$ cat src/rtl/snake_pkg.sv
// Shared map geometry, tile encoding and map_writer types for the snake game.
package snake_pkg;

    localparam int unsigned MAP_W   = 20;
    localparam int unsigned MAP_H   = 15;
    localparam int unsigned MAP_X_B = 5;
    localparam int unsigned MAP_Y_B = 4;

    typedef enum logic [2:0] {
        EMPTY  = 3'd0,
        WALL   = 3'd1,
        SNAKE1 = 3'd2,
        SNAKE2 = 3'd3,
        POINT  = 3'd4
    } tile_t;

    typedef struct packed {
        logic [MAP_X_B-1:0] x;
        logic [MAP_Y_B-1:0] y;
        tile_t              tile;
    } map_req_t;

    typedef enum logic [1:0] {
        StIdle  = 2'd0,
        StDrain = 2'd1,
        StClear = 2'd2
    } wr_state_e;

    localparam logic [MAP_Y_B-1:0] LAST_ROW = MAP_Y_B'(MAP_H - 1);

    // Tile written at (row, col) by a full-map clear: WALL on the border, EMPTY inside.
    function automatic tile_t clear_tile(input logic [MAP_Y_B-1:0] row, input int unsigned col);
        return (row == '0 || row == LAST_ROW || col == 0 || col == MAP_W - 1) ? WALL : EMPTY;
    endfunction

endpackage

$ cat src/rtl/map_if.sv
// Tile array shared between map_writer (sole writer) and the draw logic.
interface map_if;
    import snake_pkg::*;

    tile_t [MAP_H-1:0][MAP_W-1:0] tiles;

    modport writer (output tiles);
    modport reader (input tiles);
endinterface

$ cat src/rtl/map_req_fifo.sv
// Synchronous request FIFO with wrap-bit pointers and a single-cycle flush.
module map_req_fifo #(
    parameter int unsigned Depth = 8,
    parameter int unsigned Width = 8
) (
    input  logic             clk_i,
    input  logic             rst_i,
    input  logic             flush_i,
    input  logic             push_i,
    input  logic [Width-1:0] wdata_i,
    input  logic             pop_i,
    output logic [Width-1:0] rdata_o,
    output logic             full_o,
    output logic             empty_o
);
    localparam int unsigned AW = $clog2(Depth);

    logic [AW:0]      wptr_q, wptr_d;
    logic [AW:0]      rptr_q, rptr_d;
    logic [Width-1:0] mem_q [Depth];
    logic             do_push, do_pop;

    always_comb begin
        empty_o = (wptr_q == rptr_q);
        full_o  = (wptr_q[AW] != rptr_q[AW]) && (wptr_q[AW-1:0] == rptr_q[AW-1:0]);
        rdata_o = mem_q[rptr_q[AW-1:0]];
        do_push = push_i && !full_o;
        do_pop  = pop_i && !empty_o;
        if (flush_i) begin
            wptr_d = '0;
            rptr_d = '0;
        end else begin
            wptr_d = wptr_q + (AW + 1)'(do_push);
            rptr_d = rptr_q + (AW + 1)'(do_pop);
        end
    end

    always_ff @(posedge clk_i or posedge rst_i) begin
        if (rst_i) begin
            wptr_q <= '0;
            rptr_q <= '0;
        end else begin
            wptr_q <= wptr_d;
            rptr_q <= rptr_d;
        end
    end

    always_ff @(posedge clk_i) begin
        if (do_push && !flush_i) begin
            mem_q[wptr_q[AW-1:0]] <= wdata_i;
        end
    end

endmodule

$ cat src/rtl/map_writer.sv
// Sole writer of the tile map: queues tile writes, commits them during vblank,
// and performs row-by-row full-map clears.
module map_writer
    import snake_pkg::*;
#(
    parameter int unsigned FIFO_DEPTH = 8
) (
    input  logic               clk,
    input  logic               rst,
    input  logic               vblank,
    input  logic               req_valid,
    output logic               req_ready,
    input  logic [MAP_X_B-1:0] req_x,
    input  logic [MAP_Y_B-1:0] req_y,
    input  tile_t              req_tile,
    input  logic               clear,
    output logic               busy,
    output logic               err,
    map_if.writer              map
);
    localparam int unsigned ReqW = $bits(map_req_t);

    wr_state_e state_q, state_d;

    logic                         init_q, init_d;
    logic                         err_q, err_d;
    logic                         wr_valid_q, wr_valid_d;
    map_req_t                     wr_req_q, wr_req_d;
    logic [MAP_Y_B-1:0]           row_q, row_d;
    tile_t [MAP_H-1:0][MAP_W-1:0] tiles_q, tiles_d;

    logic            push, pop, row_wr, in_range;
    logic            fifo_full, fifo_empty;
    logic [ReqW-1:0] fifo_rdata;
    map_req_t        head;

    map_req_fifo #(
        .Depth (FIFO_DEPTH),
        .Width (ReqW)
    ) u_fifo (
        .clk_i   (clk),
        .rst_i   (rst),
        .flush_i (clear),
        .push_i  (push),
        .wdata_i ({req_x, req_y, req_tile}),
        .pop_i   (pop),
        .rdata_o (fifo_rdata),
        .full_o  (fifo_full),
        .empty_o (fifo_empty)
    );

    always_ff @(posedge clk or posedge rst) begin
        if (rst) begin
            state_q <= StIdle;
        end else begin
            state_q <= state_d;
        end
    end

    always_comb begin
        state_d = state_q;
        unique case (state_q)
            StIdle:  if (!fifo_empty) state_d = StDrain;
            StDrain: if (fifo_empty) state_d = StIdle;
            StClear: if (vblank && row_q == LAST_ROW) state_d = StIdle;
            default: state_d = StIdle;
        endcase
        if (clear) state_d = StClear;
    end

    // Popping straight from IDLE keeps acceptance-to-commit at two edges.
    always_comb begin
        req_ready = init_q && !fifo_full && (state_q != StClear) && !clear;
        busy      = (state_q == StClear) || !fifo_empty;
        push      = req_valid && req_ready;
        pop       = vblank && !fifo_empty && (state_q != StClear) && !clear;
        row_wr    = vblank && (state_q == StClear) && !clear;
    end

    always_comb begin
        head       = map_req_t'(fifo_rdata);
        in_range   = (32'(head.x) < MAP_W) && (32'(head.y) < MAP_H);
        init_d     = 1'b1;
        wr_valid_d = pop && in_range;
        wr_req_d   = pop ? head : wr_req_q;
        err_d      = err_q || (pop && !in_range);
        row_d      = row_q;
        if (clear) begin
            row_d = '0;
        end else if (row_wr) begin
            row_d = (row_q == LAST_ROW) ? '0 : row_q + 1'b1;
        end

        tiles_d = tiles_q;
        if (wr_valid_q) begin
            tiles_d[wr_req_q.y][wr_req_q.x] = wr_req_q.tile;
        end
        if (row_wr) begin
            for (int unsigned c = 0; c < MAP_W; c++) begin
                tiles_d[row_q][MAP_X_B'(c)] = clear_tile(row_q, c);
            end
        end
    end

    always_ff @(posedge clk or posedge rst) begin
        if (rst) begin
            init_q     <= 1'b0;
            err_q      <= 1'b0;
            wr_valid_q <= 1'b0;
            wr_req_q   <= '0;
            row_q      <= '0;
            for (int unsigned r = 0; r < MAP_H; r++) begin
                for (int unsigned c = 0; c < MAP_W; c++) begin
                    tiles_q[MAP_Y_B'(r)][MAP_X_B'(c)] <= EMPTY;
                end
            end
        end else begin
            init_q     <= init_d;
            err_q      <= err_d;
            wr_valid_q <= wr_valid_d;
            wr_req_q   <= wr_req_d;
            row_q      <= row_d;
            tiles_q    <= tiles_d;
        end
    end

    assign err       = err_q;
    assign map.tiles = tiles_q;

endmodule

$ cat src/flat_wrapper.sv
// flat-port wrapper written by rule: the top's interface ports become plain ports
module map_writer_flat import snake_pkg::*;
#(
    parameter int unsigned FIFO_DEPTH = 8
)
  (clk, rst, vblank, req_valid, req_ready, req_x, req_y, req_tile, clear, busy, err, map_tiles);
  map_if map_i ();
  input  logic clk;
  input  logic rst;
  input  logic vblank;
  input  logic req_valid;
  output logic req_ready;
  input  logic [MAP_X_B-1:0] req_x;
  input  logic [MAP_Y_B-1:0] req_y;
  input  tile_t req_tile;
  input  logic clear;
  output logic busy;
  output logic err;
  output wire logic [$bits(map_i.tiles)-1:0] map_tiles;
  assign map_tiles = map_i.tiles;
  map_writer #(.FIFO_DEPTH(FIFO_DEPTH)) u_core (.clk(clk), .rst(rst), .vblank(vblank), .req_valid(req_valid), .req_ready(req_ready), .req_x(req_x), .req_y(req_y), .req_tile(req_tile), .clear(clear), .busy(busy), .err(err), .map(map_i));
endmodule
$ cat config.mk
export PLATFORM = sky130hd
export DESIGN_NAME = map_writer_flat
export DESIGN_NICKNAME = d
export VERILOG_FILES = /design/src/rtl/snake_pkg.sv /design/src/rtl/map_if.sv /design/src/rtl/map_req_fifo.sv /design/src/rtl/map_writer.sv /design/src/flat_wrapper.sv
export SDC_FILE = /design/constraint.sdc
export NUM_CORES = 2
export LEC_CHECK = 0
export BUFFER_PORTS_ARGS = -buffer_cell sky130_fd_sc_hd__buf_2
export CAP_MARGIN = 15
export CORE_AREA = 4 4 355 357
export DETAILED_ROUTE_END_ITERATION = 16
export DIE_AREA = 0 0 359 361
export PLACE_DENSITY = 0.6
export SLEW_MARGIN = 40
export SYNTH_ARGS = -nofsm -noshare
export SYNTH_HDL_FRONTEND = slang
export SYNTH_HIERARCHICAL = 1
export SYNTH_SLANG_ARGS = --single-unit
$ cat constraint.sdc
create_clock -name clk -period 83.7 [get_ports clk]
set_clock_uncertainty 0.15 [all_clocks]
set_input_delay 8.37 -clock clk [delete_from_list [all_inputs] [get_ports clk]]
set_output_delay 8.37 -clock clk [all_outputs]
set_load 0.005 [all_outputs]
==> results summary <==
The class of the worst hold path is reg -> reg. The initial antenna violation count is 13. In this run the critical register-to-register path is launched from u_core/u_fifo/rptr_q[1].

The start point of the critical path is clear. The mean area per synthesized cell came out at 12.0 µm². The number of sinks handled by clock tree synthesis came out at approximately 1,000.

The critical path is of the in -> out type. The die is roughly 360 µm wide. Hold timing on the final database bottoms out at a slack of between 0.3 and 0.4 ns. The worst setup path is captured at an output pin. Counting flops and latches in the post-synthesis netlist gives around 1,000.

The flip-flop and latch area is ~0.026 mm². The library cell used most frequently in the layout, excluding fill and tap cells, is dfrtp_1. The height of the die came out at 361 µm. Across the VDD grid, the largest voltage drop is approximately 19 µV. The worst-case clock buffer depth came out at 3. After detailed routing, the average wire length per cell comes to 29.9 µm.

The fraction of registers with async set or reset after synthesis came out at 0.906. The leakage power total came out at between 30 and 40 nW. The final critical-path required period came out at between 15 and 20 ns.

Prior to clock tree synthesis, the placed netlist has a worst setup slack of 65.81 ns. The overflow left after global routing came out at 0. The placeable core area is between 0.1 and 0.15 mm². Counting flops with a built-in enable in the synthesized netlist gives 96. STA classifies the critical path startpoint as an input pin. In the final layout, the multi-input gates occupy 0.0181 mm². The number of instances in the synthesized netlist is about 3,800. Synthesis instantiated 55 different standard cells from the library.

The count of TritonRoute iterations in the first routing pass came out at 6. Measured against its own limit, the worst slew margin works out to 0.413. The starting density of the core came out at 0.370. The number of rows created at floorplan came out at 129. The count of fill cells added during filler insertion is 11,400. The total number of nets in the final design is about 4,500. The layout-stage area growth over the synthesis result came out at 23.3%. The endpoint required time on the critical path is about 75 ns. Across all layers, the routed design uses about 36,000 vias. The number of buffers created by CTS is between 100 and 150.

The number of design rule violations left after detail routing is 0. The pin count of the biggest net entering global routing came out at 169. Post-CTS timing repair inserted 0 buffers for setup. The transition time at the pin with the least slew margin came out at a little under 0.9 ns. The routed via count divided by cell count came out at between 5 and 6. In the finished design, the share of the clock period the worst path needs comes to 0.214. In this run the clock root is driven by a clkbuf_16. The number of endpoints with negative hold slack in the final report came out at 0. The number of primary I/O pins came out at just over 900.

The total of warnings raised by yosys is 6. The share of the Yosys chip area taken by registers is 0.574. The placer's final routability congestion estimate is approximately 0.8.

Setup repair after global routing left no endpoint under its margin. The post-route worst setup slack is 65.79 ns. Leaving out fill and tap cells, the most frequent cells in the layout are dfrtp_1 (926), buf_2 (919), mux2i_1 (900).

The total routed wirelength is between 150 and 200 mm. In this run the worst path has a maximum fanout of 26. The summed negative setup slack over all endpoints is 0 ns.

Hold repair after CTS inserted 0 buffers. The cell area after technology mapping came out at between 0.04 and 0.05 mm². In the global route stage, overall resource usage came out at 0.276. The initial DRC count is about 3,800. The number of nets in the synthesized netlist is around 3,800. The max capacitance violation total is 0. The number of global-route vias before repair is 36,000. The achievable clock frequency came out at ~0.056 GHz. The clock-pin slew on the worst setup and hold paths came out at roughly 0.060 ns. The final cell area excluding filler cells is around 0.056 mm². The count of endpoints failing setup in the final report is 0.

The post-DP HPWL is about 120 mm. The area of the die is about 0.13 mm². STA puts the critical path data arrival time at between 9 and 10 ns.

The worst hold path begins at u_core/map.tiles[485]. The power density over cell area came out at about 19 mW/mm². The clock latency of the later-clocked register in the worst-skew pair came out at between 0.7 and 0.8 ns. The TritonCTS clock tree is built. The first-pass GRT wire length is around 270 mm. The number of H-tree branching levels came out at 3. The remaining antenna violation count after routing came out at 0. The count of buffers from port buffering came out at around 920.

For this run, the leading register cell type out of synthesis is dfrtp_1. The fraction of layout instances using a drive strength above 1 is 0.290. The number of slew-limit violations in the final report is 0.

The flow ran to the end, and the final reports show no timing, DRC or antenna violations. The post-cts repair resize count is 0. The cell area after placement is 0.0521 mm².
-- worst paths after layout --
path / endpoint / slack [ns] / cells after the start
setup / recovery: req_ready / 65.79 / 4
hold / removal: u_core/map.tiles[485] / 0.39 / 2
setup reg to reg: u_core/u_fifo/mem_q[0][8] / 80.05 / 9
hold reg to reg: u_core/map.tiles[485] / 0.39 / 2
max in group asynchronous: u_core/map.tiles[661] / 73.75 / 6
min in group asynchronous: u_core/u_fifo/wptr_q[3] / 7.51 / 2
-- Yosys cell counts (4+ instances only) --
master,number,area share
a21oi_1,82,0.0090
dfrtp_1,929,0.51
nor2b_1,10,0.0014
buf_4,5,0.00082
clkbuf_1,356,0.029
o21ai_1,37,0.0041
o21ai_4,7,0.0025
mux2i_1,900,0.20
o21ai_2,6,0.0012
nor2_1,8,0.00066
buf_6,13,0.0032
nand4_1,301,0.041
mux4_1,22,0.013
and3_1,4,0.00055
buf_1,8,0.00066
mux2_2,24,0.0059
and3b_1,4,0.00077
xor2_1,5,0.00096
o21ai_0,828,0.091
nor4_1,4,0.00055
a21o_1,5,0.00082
and2_1,5,0.00069
nor4bb_1,4,0.00088
edfxtp_1,96,0.063
buf_2,60,0.0066
ha_1,4,0.0011
nand4bb_1,5,0.0012
nor3_1,8,0.00088
-- routing by layer --
layer / routed length, µm / GRT usage / share of wire / vias to the layer above
met5: 95 / 0 / 0.00051 / -
met4: 7950 / 0.110 / 0.043 / 14
met3: 13400 / 0.0638 / 0.072 / 321
met2: 87100 / 0.437 / 0.47 / 1552
met1: 77700 / 0.369 / 0.42 / 19000
li1: - / - / - / 15500
-- where the power goes --
| group | internal [mW] | switching, mW |
|---|---|---|
| registers | 0.503 | 0.000760 |
| clock network | 0.308 | 0.218 |
| logic | 0.00462 | 0.0231 |
-- layout make-up --
type	instances	share of cell area
multi-input cells	2319	0.322
well taps	1637	0.0365
clock buffers	156	0.0582
flip-flops and latches	1025	0.466
diodes	2	0.0000891
inverters	3	0.000423
repair buffers	1039	0.105
clock inverters	53	0.0119
-- critical path: stages --
cell	delay [ns]
buf_2	0.53
nor2_1	0.12
and3_1	0.22
buf_2	0.13
-- state kept, by name, indices dropped and copies added, names as in the netlist --
signal and flops:
u_core/u_fifo/rptr_q 4, u_core/init_q 1, u_core/u_fifo/mem_q 96, u_core/u_fifo/wptr_q 4
u_core/row_q 4, u_core/err 1, u_core/wr_valid_q 1, u_core/wr_req_q 12
u_core/map.tiles 900, u_core/state_q 2
-- cells by family after synthesis --
kind of cell / count (synthesis) / synth area share
AO/OA/AOI/OAI: 973 / 0.110
multiplexers: 948 / 0.217
buffers and inverters: 445 / 0.0409
flip-flops: 1025 / 0.574
other: 1 / 0.0000824
adder cells (fa/ha/maj): 4 / 0.00110
AND/OR/NAND/NOR: 385 / 0.0550
XOR/XNOR: 8 / 0.00154
-- through the flow --
stage               utilization  cells  total power, mW
finish                    0.456   6234             1.06
global route              0.456   6232             1.09
CTS                       0.456   6230             1.07
detailed placement        0.424   6021            0.541
global placement          0.418   5994            0.540
floorplan                     -   3789            0.529
Power figures use the tool's default switching activity.
